$ cat src/rtl/ihex_decoder.sv
// Streaming Intel HEX parser: one ASCII character per we_in strobe, emits one
// (address, byte) write per data byte through a one-entry holding register.
module ihex_decoder (
  input  logic        clock,
  input  logic        reset,
  input  logic        we_in,
  input  logic [7:0]  data_in,
  input  logic        write_done,
  output logic        we_out,
  output logic [7:0]  data_out,
  output logic [31:0] address_out,
  output logic [31:0] start_address,
  output logic        end_of_file,
  output logic        line_error
);

  // state    | meaning
  // S_IDLE   | waiting for ':'
  // S_COUNT  | byte count field
  // S_ADDR_HI| load offset high byte
  // S_ADDR_LO| load offset low byte
  // S_TYPE   | record type field
  // S_DATA   | data bytes
  // S_CKSUM  | checksum byte
  // S_SKIP   | malformed record, waiting for ':'
  // S_DONE   | EOF seen, input ignored until reset
  typedef enum logic [3:0] {
    S_IDLE, S_COUNT, S_ADDR_HI, S_ADDR_LO, S_TYPE, S_DATA, S_CKSUM, S_SKIP, S_DONE
  } state_t;

  state_t      state_q, state_d;
  logic        phase_q, phase_d;
  logic [3:0]  hi_nib_q, hi_nib_d;
  logic [7:0]  count_q, count_d;
  logic [15:0] addr_q, addr_d;
  logic [7:0]  type_q, type_d;
  logic [7:0]  idx_q, idx_d;
  logic [7:0]  sum_q, sum_d;
  logic [31:0] val_q, val_d;
  logic [31:0] base_q, base_d;
  logic [31:0] start_q, start_d;
  logic        eof_q, eof_d;
  logic        err_q, err_d;
  logic        full_q, full_d;
  logic [7:0]  hold_data_q, hold_data_d;
  logic [31:0] hold_addr_q, hold_addr_d;

  logic        is_hex;
  logic [3:0]  nib;
  logic [7:0]  byte_val;
  logic [7:0]  sum_next;
  logic        type_ok;
  logic [15:0] offset;

  always_ff @(posedge clock or posedge reset) begin
    if (reset) begin
      state_q     <= S_IDLE;
      phase_q     <= 1'b0;
      hi_nib_q    <= 4'h0;
      count_q     <= 8'h00;
      addr_q      <= 16'h0000;
      type_q      <= 8'h00;
      idx_q       <= 8'h00;
      sum_q       <= 8'h00;
      val_q       <= 32'h0;
      base_q      <= 32'h0;
      start_q     <= 32'h0;
      eof_q       <= 1'b0;
      err_q       <= 1'b0;
      full_q      <= 1'b0;
      hold_data_q <= 8'h00;
      hold_addr_q <= 32'h0;
    end else begin
      state_q     <= state_d;
      phase_q     <= phase_d;
      hi_nib_q    <= hi_nib_d;
      count_q     <= count_d;
      addr_q      <= addr_d;
      type_q      <= type_d;
      idx_q       <= idx_d;
      sum_q       <= sum_d;
      val_q       <= val_d;
      base_q      <= base_d;
      start_q     <= start_d;
      eof_q       <= eof_d;
      err_q       <= err_d;
      full_q      <= full_d;
      hold_data_q <= hold_data_d;
      hold_addr_q <= hold_addr_d;
    end
  end

  // Character decode; letters share the low-nibble trick ('A'/'a' low nibble is 1).
  always_comb begin
    is_hex = 1'b1;
    nib    = 4'h0;
    if (data_in >= 8'h30 && data_in <= 8'h39)
      nib = data_in[3:0];
    else if ((data_in >= 8'h41 && data_in <= 8'h46) || (data_in >= 8'h61 && data_in <= 8'h66))
      nib = data_in[3:0] + 4'd9;
    else
      is_hex = 1'b0;
    byte_val = {hi_nib_q, nib};
    sum_next = sum_q + byte_val;
    offset   = addr_q + {8'h00, idx_q};
    case (byte_val)
      8'h00:        type_ok = 1'b1;
      8'h01:        type_ok = (count_q == 8'd0);
      8'h02, 8'h04: type_ok = (count_q == 8'd2);
      8'h03, 8'h05: type_ok = (count_q == 8'd4);
      default:      type_ok = 1'b0;
    endcase
  end

  always_comb begin
    state_d     = state_q;
    phase_d     = phase_q;
    hi_nib_d    = hi_nib_q;
    count_d     = count_q;
    addr_d      = addr_q;
    type_d      = type_q;
    idx_d       = idx_q;
    sum_d       = sum_q;
    val_d       = val_q;
    base_d      = base_q;
    start_d     = start_q;
    eof_d       = eof_q;
    err_d       = err_q;
    full_d      = full_q & ~write_done;
    hold_data_d = hold_data_q;
    hold_addr_d = hold_addr_q;

    if (we_in && state_q != S_DONE) begin
      if (data_in == 8'h3A) begin
        state_d = S_COUNT;
        err_d   = 1'b0;
        sum_d   = 8'h00;
        phase_d = 1'b0;
      end else if (state_q == S_IDLE || state_q == S_SKIP) begin
        state_d = state_q;
      end else if (!is_hex) begin
        err_d   = 1'b1;
        state_d = S_SKIP;
      end else if (!phase_q) begin
        hi_nib_d = nib;
        phase_d  = 1'b1;
      end else begin
        phase_d = 1'b0;
        sum_d   = sum_next;
        case (state_q)
          S_COUNT: begin
            count_d = byte_val;
            state_d = S_ADDR_HI;
          end
          S_ADDR_HI: begin
            addr_d[15:8] = byte_val;
            state_d      = S_ADDR_LO;
          end
          S_ADDR_LO: begin
            addr_d[7:0] = byte_val;
            state_d     = S_TYPE;
          end
          S_TYPE: begin
            type_d = byte_val;
            idx_d  = 8'h00;
            val_d  = 32'h0;
            if (!type_ok) begin
              err_d   = 1'b1;
              state_d = S_SKIP;
            end else if (count_q == 8'd0) begin
              state_d = S_CKSUM;
            end else begin
              state_d = S_DATA;
            end
          end
          S_DATA: begin
            // A byte landing on a still-blocked holding register is dropped.
            if (type_q == 8'h00 && full_q && !write_done) begin
              err_d   = 1'b1;
              state_d = S_SKIP;
            end else begin
              if (type_q == 8'h00) begin
                full_d      = 1'b1;
                hold_data_d = byte_val;
                hold_addr_d = base_q + {16'h0000, offset};
              end
              val_d = {val_q[23:0], byte_val};
              idx_d = idx_q + 8'd1;
              if ({1'b0, idx_q} + 9'd1 == {1'b0, count_q})
                state_d = S_CKSUM;
            end
          end
          S_CKSUM: begin
            state_d = S_IDLE;
            if (sum_next != 8'h00) begin
              err_d = 1'b1;
            end else begin
              case (type_q)
                8'h01: begin
                  eof_d   = 1'b1;
                  state_d = S_DONE;
                end
                8'h02:        base_d  = {12'h000, val_q[15:0], 4'h0};
                8'h04:        base_d  = {val_q[15:0], 16'h0000};
                8'h03, 8'h05: start_d = val_q;
                default:      base_d  = base_q;
              endcase
            end
          end
          default: state_d = state_q;
        endcase
      end
    end
  end

  always_comb begin
    we_out        = full_q & write_done;
    data_out      = hold_data_q;
    address_out   = hold_addr_q;
    start_address = start_q;
    end_of_file   = eof_q;
    line_error    = err_q;
  end

endmodule

$ cat config.mk
export PLATFORM = sky130hd
export DESIGN_NAME = ihex_decoder
export DESIGN_NICKNAME = d
export VERILOG_FILES = /design/src/rtl/ihex_decoder.sv
export SDC_FILE = /design/constraint.sdc
export NUM_CORES = 1
export LEC_CHECK = 0
export CAP_MARGIN = 15
export CORE_ASPECT_RATIO = 1.4
export CORE_UTILIZATION = 55
export CTS_CLUSTER_SIZE = 12
export DETAILED_ROUTE_END_ITERATION = 12
export GPL_TIMING_DRIVEN = 1
export PLACE_DENSITY = 0.78
export REMOVE_ABC_BUFFERS = 1
export SYNTH_ARGS = -nofsm -noshare
export SYNTH_HDL_FRONTEND = slang
export SYNTH_SLANG_ARGS = --single-unit
$ cat constraint.sdc
create_clock -name clock -period 8.9 [get_ports clock]
set_input_delay 2.225 -clock clock [delete_from_list [all_inputs] [get_ports clock]]
set_output_delay 2.225 -clock clock [all_outputs]
set_load 0.01 [all_outputs]
# After elaboration in Yosys (flattened, before gate mapping)
# Index checks and enable logic that the tools add are counted.
# word_totals
reg_bits	196
inputBits	12
# op_classes
add_sub_neg	6
n_lt_le_gt_ge	6
n_eq_ne	31
n_mux	45
n_bitwise	8
reduce_logical	35
# ops
operator	n
one-hot mux 32 bit (2 select lines)	2
equality test 8 x 2 -> 1 bit (second input constant)	5
equality test 8 x 3 -> 1 bit (second input constant)	5
two-way mux 4 bit	10
two-way mux 8 bit	5
adder 32 x 16 -> 32 bit	1
two-way mux 32 bit	1
AND reduction 8 bit	4
zero test 8 bit	3
one-hot mux 4 bit (6 select lines)	1
AND reduction 6 bit	4
two-way mux 1 bit	21
adder 16 x 8 -> 16 bit	1
equality test 4 x 3 -> 1 bit (second input constant)	4
equality test 8 x 1 -> 1 bit (second input constant)	2
>= comparator 8 x 7 -> 1 bit (second input constant)	2
<= comparator 8 x 7 -> 1 bit (second input constant)	2
inequality test 4 bit (second input constant)	4
one-hot mux 8 bit (2 select lines)	1
AND reduction 7 bit	2
AND reduction 5 bit	2
adder 8 x 1 -> 9 bit (second input constant)	1
equality test 9 x 8 -> 1 bit	1
adder 8 x 1 -> 8 bit (second input constant)	1
other kinds (26)	46

# Longest topological paths before layout
# depth
depth_word	14
mapped_depth	18
ltp_nobuf	18

# Worst setup path before layout
# OpenSTA, ideal clock, no wires.
# synth_path
path_type	input-to-reg
from	input port data_in[0]
to	register start_q[0], in the netlist start_address[0]
t_arrival_ps	6339
slack_ps	2436
path_stages	18
path_buffers	3
cell_sequence	inv_1 ha_1 or3b_2 and3_1 nor2_1 inv_1 ha_1 fa_1 a211oi_2 or4b_2 nand4_1 a21o_1 or4_1 buf_2 or3_1 buf_6 buf_12 mux2_4
# synth_via
elab_chain_len	9
word_cells_on_any_way	21
cone_classes	add/sub: 2; order compare: 6; eq/ne: 1; mux: 4; bitwise: 2; reduce/logical: 6
# synth_lines
item	line_no	text
from (decl)	7	input logic [7:0] data_in,
>= comparator 8 x 7 -> 1 bit or <= comparator 8 x 7 -> 1 bit (tied branches)	99	else if ((data_in >= 8'h41 && data_in <= 8'h46) || (data_in >= 8'h61 && data_in <= 8'h66))
logical AND 1 bit	99	
logical OR 1 bit	99	
two-way mux 4 bit	99	
two-way mux 4 bit *	97	if (data_in >= 8'h30 && data_in <= 8'h39)
named net nib[0]	49	logic [3:0] nib;
adder 8 bit *	104	sum_next = sum_q + byte_val;
nonzero test 8 bit *	195	if (sum_next != 8'h00) begin
NOT 1 bit (no line) *	-	
AND reduction 8 bit (no line) *	-	
to (signal assigned)	84	start_q <= start_d;
to (decl)	41	logic [31:0] start_q, start_d;
# The timed path passes the listed nets; every way through them passes the cells marked *.
# A chain may end at the register's enable or synchronous reset.

# Final worst setup path
# layout_path
from	input port data_in[1]
to	register start_q[27], in the netlist start_address[27]
# The elaborated chain is that of the path after synthesis.

==> out/results.ini <==
[logic_synthesis]
ys.warnings.count=0
ys_seq_elements=192
synth-edff-count=0
async_flop_share=1.000
yosysTopAreaCell=dfrtp_1
syn_area_per_cell_um2=11.44
syn_area_um2=9965
yosysSeqAreaShare=0.4822
synth_top_flop_cell=dfrtp_1
synth_cells=871
yosysTopAreaCellShare=0.4822
synth_cell_types=75
synthTopCellsByArea=dfrtp_1, mux2_2, mux2_4

[grt]
antenna_found_initial=0
grt_pass1_wl_mm=35.48
gr-total-overflow=0
grt_pass1_vias=6941
grt_max_degree=115
grtUsageTotal=0.2464

[worst_hold_path]
hold_path_class=reg2reg

[route]
via_count=6989
firstDrtPassIters=5
drt-total-wl_mm=21.55
vias_per_cell=5.839
ant_nets=0
drt_iter0_markers=419
drc_errors=0
routedWlPerCell_um=18.01

[placement]
port_buffers=86
globalplace.congestion=0.8776
dp.final_hpwl_mm=14.89
dpl.cell_count=1165

[cts]
htreeDepth=4
root_buffer=clkbuf_16
clock_path_buffers=2
cts-buffers-inserted=17
holdBufCountCts=0
clock_latency_ps=440
path_clk_slew_ps=80
cts_tree=built
cts_sinks=192
cts_resized=0
cts_setup_buffers=0

[job]
cap_viol_max_count=0

[worst_setup_path]
worstPathCellList=clkdlybuf4s50_1, inv_1, ha_1, or3b_2, and3_1, nor2_1, inv_1, ha_1, fa_1, a211oi_2, or4b_2, nand4_1, a21o_1, or4_1, or3_2, mux2_4
max_stage_delay_ps=940
cp.required_ps=9220
cp_top_family=simple AND/OR/NAND/NOR gates
arrival_ps=7960
cp.buffers_inverters=3
path_class=in2reg
end_kind=flip-flop
slowest_stage=or3_2
cp_max_fo=32
cp-start-kind=input port

[timing]
finalSetupViolations=0
post-route-min-period_ps=7642
fmax_mhz=130.8
tightest_slew_ps=1051
rsz0062_at_grt=no
skew_ps=10.46
hold_viol_final=0
relSlewSlack=0.2996
min_period_over_period=0.8587
finalSetupTns_ps=0
drv_slew=0

[die]
rows=57
die_h_um=161.3
die_w_um=115.8
fp.coreArea_um2=17540
ioPinCount=87
start_util=0.5680
die_area_um2=18670

[outcome]
status=finished clean

[final_layout]
regArea_um2=4805
multi_input_area_um2=4845
num-fill-cells=1368
num_antenna_cells=0
fin_nets=995
layout.cells.non_filler=1197
syn2layout_area_growth_pct=16.34
drive_above_1_share=0.1800

[pwr]
ir_worst_vdd_uv=110.8
powerDensity_nw_per_um2=187.8
p_leak_nw=5.628

==> cells by family (layout without fill, tap and decap cells) <==
group / count (synthesis) / in the layout / synth area share
compound gates: 161 / 161 / 0.1135
xor+xnor: 55 / 55 / 0.04972
fa+ha+maj: 35 / 35 / 0.04621
buf+inv: 66 / 156 / 0.03177
flops: 192 / 192 / 0.4822
mux: 128 / 128 / 0.1543
simple gates: 234 / 234 / 0.1223
==> worst register-to-register path, cell delays in order, from the launching register on <==
cell	delay, ps
dfrtp_1	460
ha_1	210
inv_1	60
fa_1	400
nor2b_1	180
o21ai_0	140
a21boi_0	250
o21ai_0	180
a211oi_1	580
nand3_1	170
xnor2_1	160
ha_1	320
and2_1	170
o21ai_0	240
o31ai_1	190
o21a_1	330
and4_1	260
xor2_1	140
mux2_2	250
==> registers in the layout, indices dropped and copies added (netlist names), 16 cells and up <==
register       cells
start_address     32
address_out       32
addr_q            16
val_q             32
base_q            28
==> where the power goes <==
group / switching (mW) / total (mW) / internal, mW
Combinational: 0.186 / 0.362 / 0.176
Clock: 0.372 / 0.778 / 0.406
Sequential: 0.101 / 1.04 / 0.936
Total: 0.659 / 2.18 / 1.52
==> cells in the mapped netlist (10+ instances only) <==
library cell,instances
dfrtp_1,192
nand2_1,61
nor4_1,10
a21oi_1,28
xnor2_1,40
nor2_1,47
o21ai_0,38
mux2i_1,13
mux2_4,30
clkbuf_1,21
inv_1,31
nand3_1,23
ha_1,32
a22o_1,34
mux2_2,85
nor2b_1,17
xor2_1,14
==> through the flow <==
stage / power [mW] / hold slack (ps) / setup WS (ps) / cell area [um2] / util
global placement: 1.402 / 463.7 / 922.3 / 10980 / 0.6259
finish: 2.177 / 486.0 / 1258 / 11590 / 0.6607
floorplan: 1.273 / 452.6 / 1448 / 9764 / -
global route: 2.270 / 512.2 / 955.9 / 11590 / 0.6607
detailed placement: 1.412 / 469.4 / 828.5 / 10980 / 0.6259
CTS: 2.183 / 487.0 / 1293 / 11590 / 0.6607
==> cells in the final DEF, fill, tap and decap left out, types with 10 or more instances in the layout <==
master / synthesis / layout
nor2b_1: 17 / 17
inv_1: 31 / 30
mux2_4: 30 / 30
nand2_1: 61 / 61
clkbuf_16: 0 / 17
a21oi_1: 28 / 28
nand3_1: 23 / 23
nor4_1: 10 / 10
nor2_1: 47 / 47
xnor2_1: 40 / 40
mux2_2: 85 / 85
clkdlybuf4s50_1: 0 / 86
a22o_1: 34 / 34
o21ai_0: 38 / 38
dfrtp_1: 192 / 192
ha_1: 32 / 32
xor2_1: 14 / 14
mux2i_1: 13 / 13
==> worst paths after layout <==
path,start,end,slack [ps],cells after the start
min reg2reg,address_out[1],address_out[1],490,1
max reg2reg,idx_q[0],address_out[19],4110,18
min in group asynchronous,reset,address_out[1],2330,2
max in group asynchronous,reset,address_out[14],5020,3
min,address_out[1],address_out[1],490,1
max,data_in[1],start_address[27],1260,16
==> cell type report <==
| cell class | instances | share of cell area |
|---|---|---|
| Clock buffer | 17 | 0.03670 |
| Clock inverter | 15 | 0.01597 |
| Inverter | 31 | 0.01069 |
| Multi-Input combinational cell | 613 | 0.4179 |
| Sequential cell | 192 | 0.4145 |
| Tap cell | 236 | 0.02547 |
| Timing Repair Buffer | 93 | 0.07879 |
==> metal layers <==
metal	up-vias	wire (um)	track usage
li1	3315	-	-
met1	3467	8723	0.2936
met2	174	11610	0.4448
met3	33	703	0.03865
met4	0	512	0.08333
met5	-	0	0
No activity file was read; power rests on OpenSTA's default activity.
==> RTL change 1: new RTL, same settings <==
Reset style: synchronous (`reset`), changed in one clocked block.
--- a/src/rtl/ihex_decoder.sv
+++ b/src/rtl/ihex_decoder.sv
@@ -53,5 +53,5 @@
   logic [15:0] offset;
 
-  always_ff @(posedge clock or posedge reset) begin
+  always_ff @(posedge clock) begin
     if (reset) begin
       state_q     <= S_IDLE;
Function: not settled (the Yosys comparison gave no result); the edit may change what the design does.
==> RTL change 1 against the unedited design <==
Synthesized area shrank 4.8%. Sequential cell count unchanged. Non-clock buffer count up 2. Worst setup slack better by 220 ps. Wire length rose by 6.3%. Count of clock-buffer cells in the layout did not move. Utilization is 0.62 points lower. Synthesized cell count is 29% higher. Design area shrank 5.1%. Register-to-register slack better by 180 ps. Critical path type unchanged. Critical endpoint is now base_q[25].
Power is not compared: it rests on default switching activity, and its combinational part moved more than twofold at a synthesized area within 25%.
==> RTL change 1: results (changes against the unedited design) <==
- The xor/xnor cell area share of the yosys netlist is 5.27% (+0.29 points).
- The standard cell with the maximum stage delay on the critical path is sky130_fd_sc_hd__or4_1.
- The end point of the critical path is base_q[25].
- The fraction of the mapped netlist area in compound gates was 16.2% (+4.9 points).
- The startpoint identified for the worst register-to-register timing path is idx_q[0].
- The length of routed met2 wiring is 11600 um (+0.31%).
- The cell count after placement was 1351 (+16%).
- The worst endpoint data arrival time is 7720 ps (-240 ps).
- The run finished with clean final reports.
- The maximum fanout along the worst path is 28 (-13%).
- The met2 routing resource usage after global routing was 46.8% (+2.3 points).
- The share of async-settable or async-resettable flops after synthesis came to 0% (-100 points).
- The routed length on met1 is 9610 um (+10%).
- The mux share of post-synthesis cell area came to 6.40% (-9.0 points).
- The total iterations of the first detailed-routing run is 7 (+2).
- The final hold slack came to 449 ps (-37.4 ps).
- The end of the worst register-to-register path is address_out[29].
- The half-perimeter wire length after placement came to 15500 um (+3.8%).
- The count of unique library cells instantiated by Yosys was 73 (-2.7%).
- In the synthesized netlist, the cells that appear most often are sky130_fd_sc_hd__dfxtp_1, sky130_fd_sc_hd__nand2_1, sky130_fd_sc_hd__nor2_1.
- The worst-case register-to-register setup slack was 4290 ps (+180 ps).
- The largest net degree at the start of global routing is 98 (-15%).
- The met3 layer usage reported by global route is 4.00% (+0.14 points).
- The adder and majority cell fraction of the synthesized area came to 4.86% (+0.24 points).
- The sequential fraction of the synthesis area came to 40.5% (-7.7 points).
- The most critical setup path has its startpoint at data_in[0].
- The cell depth of the worst hold path is 2 (+1).
- The detailed-routed wire length on met3 came to 929 um (+32%).
-- RTL change 1: changes by cell type in the layout (fill, tap and decap cells not counted), sizes merged, moves of 42 or more --
cell and change:
mux2i +42, dfrtp -192, nand2 +94, mux2 -110
nor2 +80, dfxtp +192, a21oi +79
-- RTL change 1: worst register-to-register path: cells and delay by family (launching register included) --
| family | cells | cell delay [ps] |
|---|---|---|
| AOI/OAI and AO/OA | 9 | 2390 |
| adders and majority gates | 3 | 970 |
| DFF | 1 | 470 |
| xor gates and xnor gates | 2 | 340 |
| and+or+nand+nor | 2 | 310 |
| buffers and inverters | 1 | 60 |
-- RTL change 1: area by class of cell --
type	count	area, sq um
fillers	1433	5810
clock buffers	17	425
clock inverters	15	218
well taps	203	254
flip-flops and latches	192	3840
inverters	26	97.6
multi-input cells	835	5240
repair buffers	95	930
-- RTL change 1: stage by stage --
stage	setup WS, ps	cell area [sq um]
global placement	1320	10400
floorplan	1610	9170
CTS	1530	11000
detailed placement	1110	10400
global route	1100	11000
finish	1480	11000
==> RTL change 2: new RTL, config.mk and constraints unchanged <==
Made on the original files. Register the inputs `we_in`, `data_in` and `write_done` before use, cleared by the reset. The logic sees them one clock later.
--- a/src/rtl/ihex_decoder.sv
+++ b/src/rtl/ihex_decoder.sv
@@ -28,4 +28,20 @@
     S_IDLE, S_COUNT, S_ADDR_HI, S_ADDR_LO, S_TYPE, S_DATA, S_CKSUM, S_SKIP, S_DONE
   } state_t;
+
+  logic we_q;
+  logic [7:0] data_q;
+  logic write_done_q;
+
+  always_ff @(posedge clock or posedge reset) begin
+    if (reset) begin
+      we_q         <= '0;
+      data_q       <= '0;
+      write_done_q <= '0;
+    end else begin
+      we_q         <= we_in;
+      data_q       <= data_in;
+      write_done_q <= write_done;
+    end
+  end
 
   state_t      state_q, state_d;
@@ -95,8 +111,8 @@
     is_hex = 1'b1;
     nib    = 4'h0;
-    if (data_in >= 8'h30 && data_in <= 8'h39)
-      nib = data_in[3:0];
-    else if ((data_in >= 8'h41 && data_in <= 8'h46) || (data_in >= 8'h61 && data_in <= 8'h66))
-      nib = data_in[3:0] + 4'd9;
+    if (data_q >= 8'h30 && data_q <= 8'h39)
+      nib = data_q[3:0];
+    else if ((data_q >= 8'h41 && data_q <= 8'h46) || (data_q >= 8'h61 && data_q <= 8'h66))
+      nib = data_q[3:0] + 4'd9;
     else
       is_hex = 1'b0;
@@ -127,10 +143,10 @@
     eof_d       = eof_q;
     err_d       = err_q;
-    full_d      = full_q & ~write_done;
+    full_d      = full_q & ~write_done_q;
     hold_data_d = hold_data_q;
     hold_addr_d = hold_addr_q;
 
-    if (we_in && state_q != S_DONE) begin
-      if (data_in == 8'h3A) begin
+    if (we_q && state_q != S_DONE) begin
+      if (data_q == 8'h3A) begin
         state_d = S_COUNT;
         err_d   = 1'b0;
@@ -176,5 +192,5 @@
           S_DATA: begin
             // A byte landing on a still-blocked holding register is dropped.
-            if (type_q == 8'h00 && full_q && !write_done) begin
+            if (type_q == 8'h00 && full_q && !write_done_q) begin
               err_d   = 1'b1;
               state_d = S_SKIP;
@@ -215,5 +231,5 @@
 
   always_comb begin
-    we_out        = full_q & write_done;
+    we_out        = full_q & write_done_q;
     data_out      = hold_data_q;
     address_out   = hold_addr_q;
Behaviour: not the same (Yosys sat finds a counterexample within 4 cycles, from zero or initial values and one cycle with reset high).
==> RTL change 2 against the unedited design <==
Design area grew 1.6%. Sequential cell count grew 10. Power shrank 2.0%. Worst setup slack gained 2500 ps. Worst hold slack lost 6.6 ps. Critical path depth shrank 1. Global-route usage grew 0.38 points. Synthesized area grew 1.2%. Wire length grew 3.2%. Critical path type is now reg -> reg. Largest power group unchanged.
==> RTL change 2: results (changes against the unedited design) <==
- The run finished with clean final reports.
- The clock latency of the later-clocked register in the worst-skew pair was 500 ps (+60 ps).
- The count of unique library cells instantiated by Yosys is 72 (-4.0%).
- The sum of routed wire length over all layers is 22200 um (+3.2%).
- The highest ir drop seen on vdd came to 0.178 mV (+61%).
- The number of buffers between clock root and the deepest sink is 3 (+1).
- The largest net degree at the start of global routing is 120 (+4.3%).
- The number of clock buffers inserted by TritonCTS is 22 (+5).
- The CTS clock-pin slew for the worst setup and hold paths is 60 ps (-20 ps).
- The sequential fraction of the synthesis area is 50.1% (+1.9 points).
- The leakage power figure came to 5.39 nW (-4.2%).
- The mux share of post-synthesis cell area was 7.72% (-7.7 points).
- The initial antenna violation count came to 0 (unchanged).
- The total iterations of the first detailed-routing run was 5 (unchanged).
- The global-route wire length before repair is 37200 um (+4.8%).
- The min-delay analysis places its worst path in the category reg -> reg.
- By area the synthesized netlist is led by sky130_fd_sc_hd__dfrtp_1, sky130_fd_sc_hd__mux2_2, sky130_fd_sc_hd__nand2_1.
- The switching power share of the total is 25.8% (-4.5 points).
- The share of final-layout standard cells stronger than drive strength 1 is 10.5% (-7.5 points).
- The number of buffer cells added on primary ports came to 86 (unchanged).
- The xor/xnor cell area share of the yosys netlist was 4.65% (-0.32 points).
- The worst endpoint data arrival time came to 5560 ps (-2400 ps).
- The adder and majority cell fraction of the synthesized area is 4.57% (-0.056 points).
- The worst-case clock skew was 9.99 ps (-0.479 ps).
- The half-perimeter wire length after placement is 15300 um (+3.0%).
- The transition time of the tightest slew-check pin was 1150 ps (+96.1 ps).
- The violation count after the first detailed-route iteration is 464 (+11%).
- The total vias in the final route came to 7468 (+6.9%).
- The final layout net count is 1081 (+8.6%).
- After synthesis, the most frequently instantiated cells are sky130_fd_sc_hd__dfrtp_1, sky130_fd_sc_hd__nand2_1, sky130_fd_sc_hd__o21ai_0.
- The total routing usage reported by global routing is 25.0% (+0.38 points).
- The weighted congestion reported at the end of routability-driven placement is 0.895 (+2.0%).
- The via count of the first global-routing pass is 7603 (+9.5%).
- The fraction of the mapped netlist area in compound gates is 14.9% (+3.6 points).
- The number of levels in the clock H-tree is 1 (-3).
## RTL change 2: metrics by stage
stage	instances	setup WS [ps]	area, sq um
6_report	1283	3720	11800
5_1_grt	1283	3440	11800
4_1_cts	1283	3800	11800
3_5_place_dp	1250	3820	11100
3_3_place_gp	1250	4000	11100
2_1_floorplan	917	1160	9850
## RTL change 2: layer usage
layer	wire, um	GRT usage (%)
met4	703	9.91
met5	0	0
met2	11600	44.2
met3	1050	3.43
met1	8870	30.4
## RTL change 2: layout make-up
cell class	count	area (sq um)
Fill cell	1415	6150
Timing Repair Buffer	93	913
Clock inverter	4	75.1
Tap cell	240	300
Inverter	21	86.3
Clock buffer	29	618
Multi-Input combinational cell	694	4730
Sequential cell	202	5050
## RTL change 2: power by group through the flow
stage	Sequential [mW]	Clock [mW]	Combinational [mW]
floorplan	0.999	0	0.177
global placement	1.02	0	0.232
detailed placement	1.02	0	0.237
CTS	1.01	0.900	0.238
global route	1.01	0.935	0.266
finish	1.01	0.887	0.239
## RTL change 2: worst paths after layout
kind                                       from                end  slack, ps  depth (start not counted)
worst min register to register  address_out[14]    address_out[14]        480                          2
max in group asynchronous                 reset           sum_q[2]       5150                          3
worst min-delay path            address_out[14]    address_out[14]        480                          2
worst max-delay path                  data_q[1]  start_address[31]       3720                         15
worst max register to register        data_q[1]  start_address[31]       3720                         15
min in group asynchronous                 reset     address_out[6]       2240                          2
## RTL change 2: kinds of logic after synthesis
family	after synthesis
and+or+nand+nor	305
xor gates and xnor gates	52
buffers and inverters	70
adders and majority gates	35
muxes	70
AOI/OAI and AO/OA	232
DFF	202
## RTL change 2: critical path: stages (launching register included)
cell	delay, ps
sky130_fd_sc_hd__dfrtp_1	460
sky130_fd_sc_hd__inv_1	110
sky130_fd_sc_hd__ha_1	220
sky130_fd_sc_hd__nor3b_1	320
sky130_fd_sc_hd__a311oi_2	120
sky130_fd_sc_hd__a22oi_1	720
sky130_fd_sc_hd__inv_1	230
sky130_fd_sc_hd__ha_1	350
sky130_fd_sc_hd__a211oi_1	370
sky130_fd_sc_hd__nor4b_1	100
sky130_fd_sc_hd__or3b_1	400
sky130_fd_sc_hd__nor4b_2	440
sky130_fd_sc_hd__nand3_1	190
sky130_fd_sc_hd__nor3_4	180
sky130_fd_sc_hd__buf_4	410
sky130_fd_sc_hd__mux2_2	390
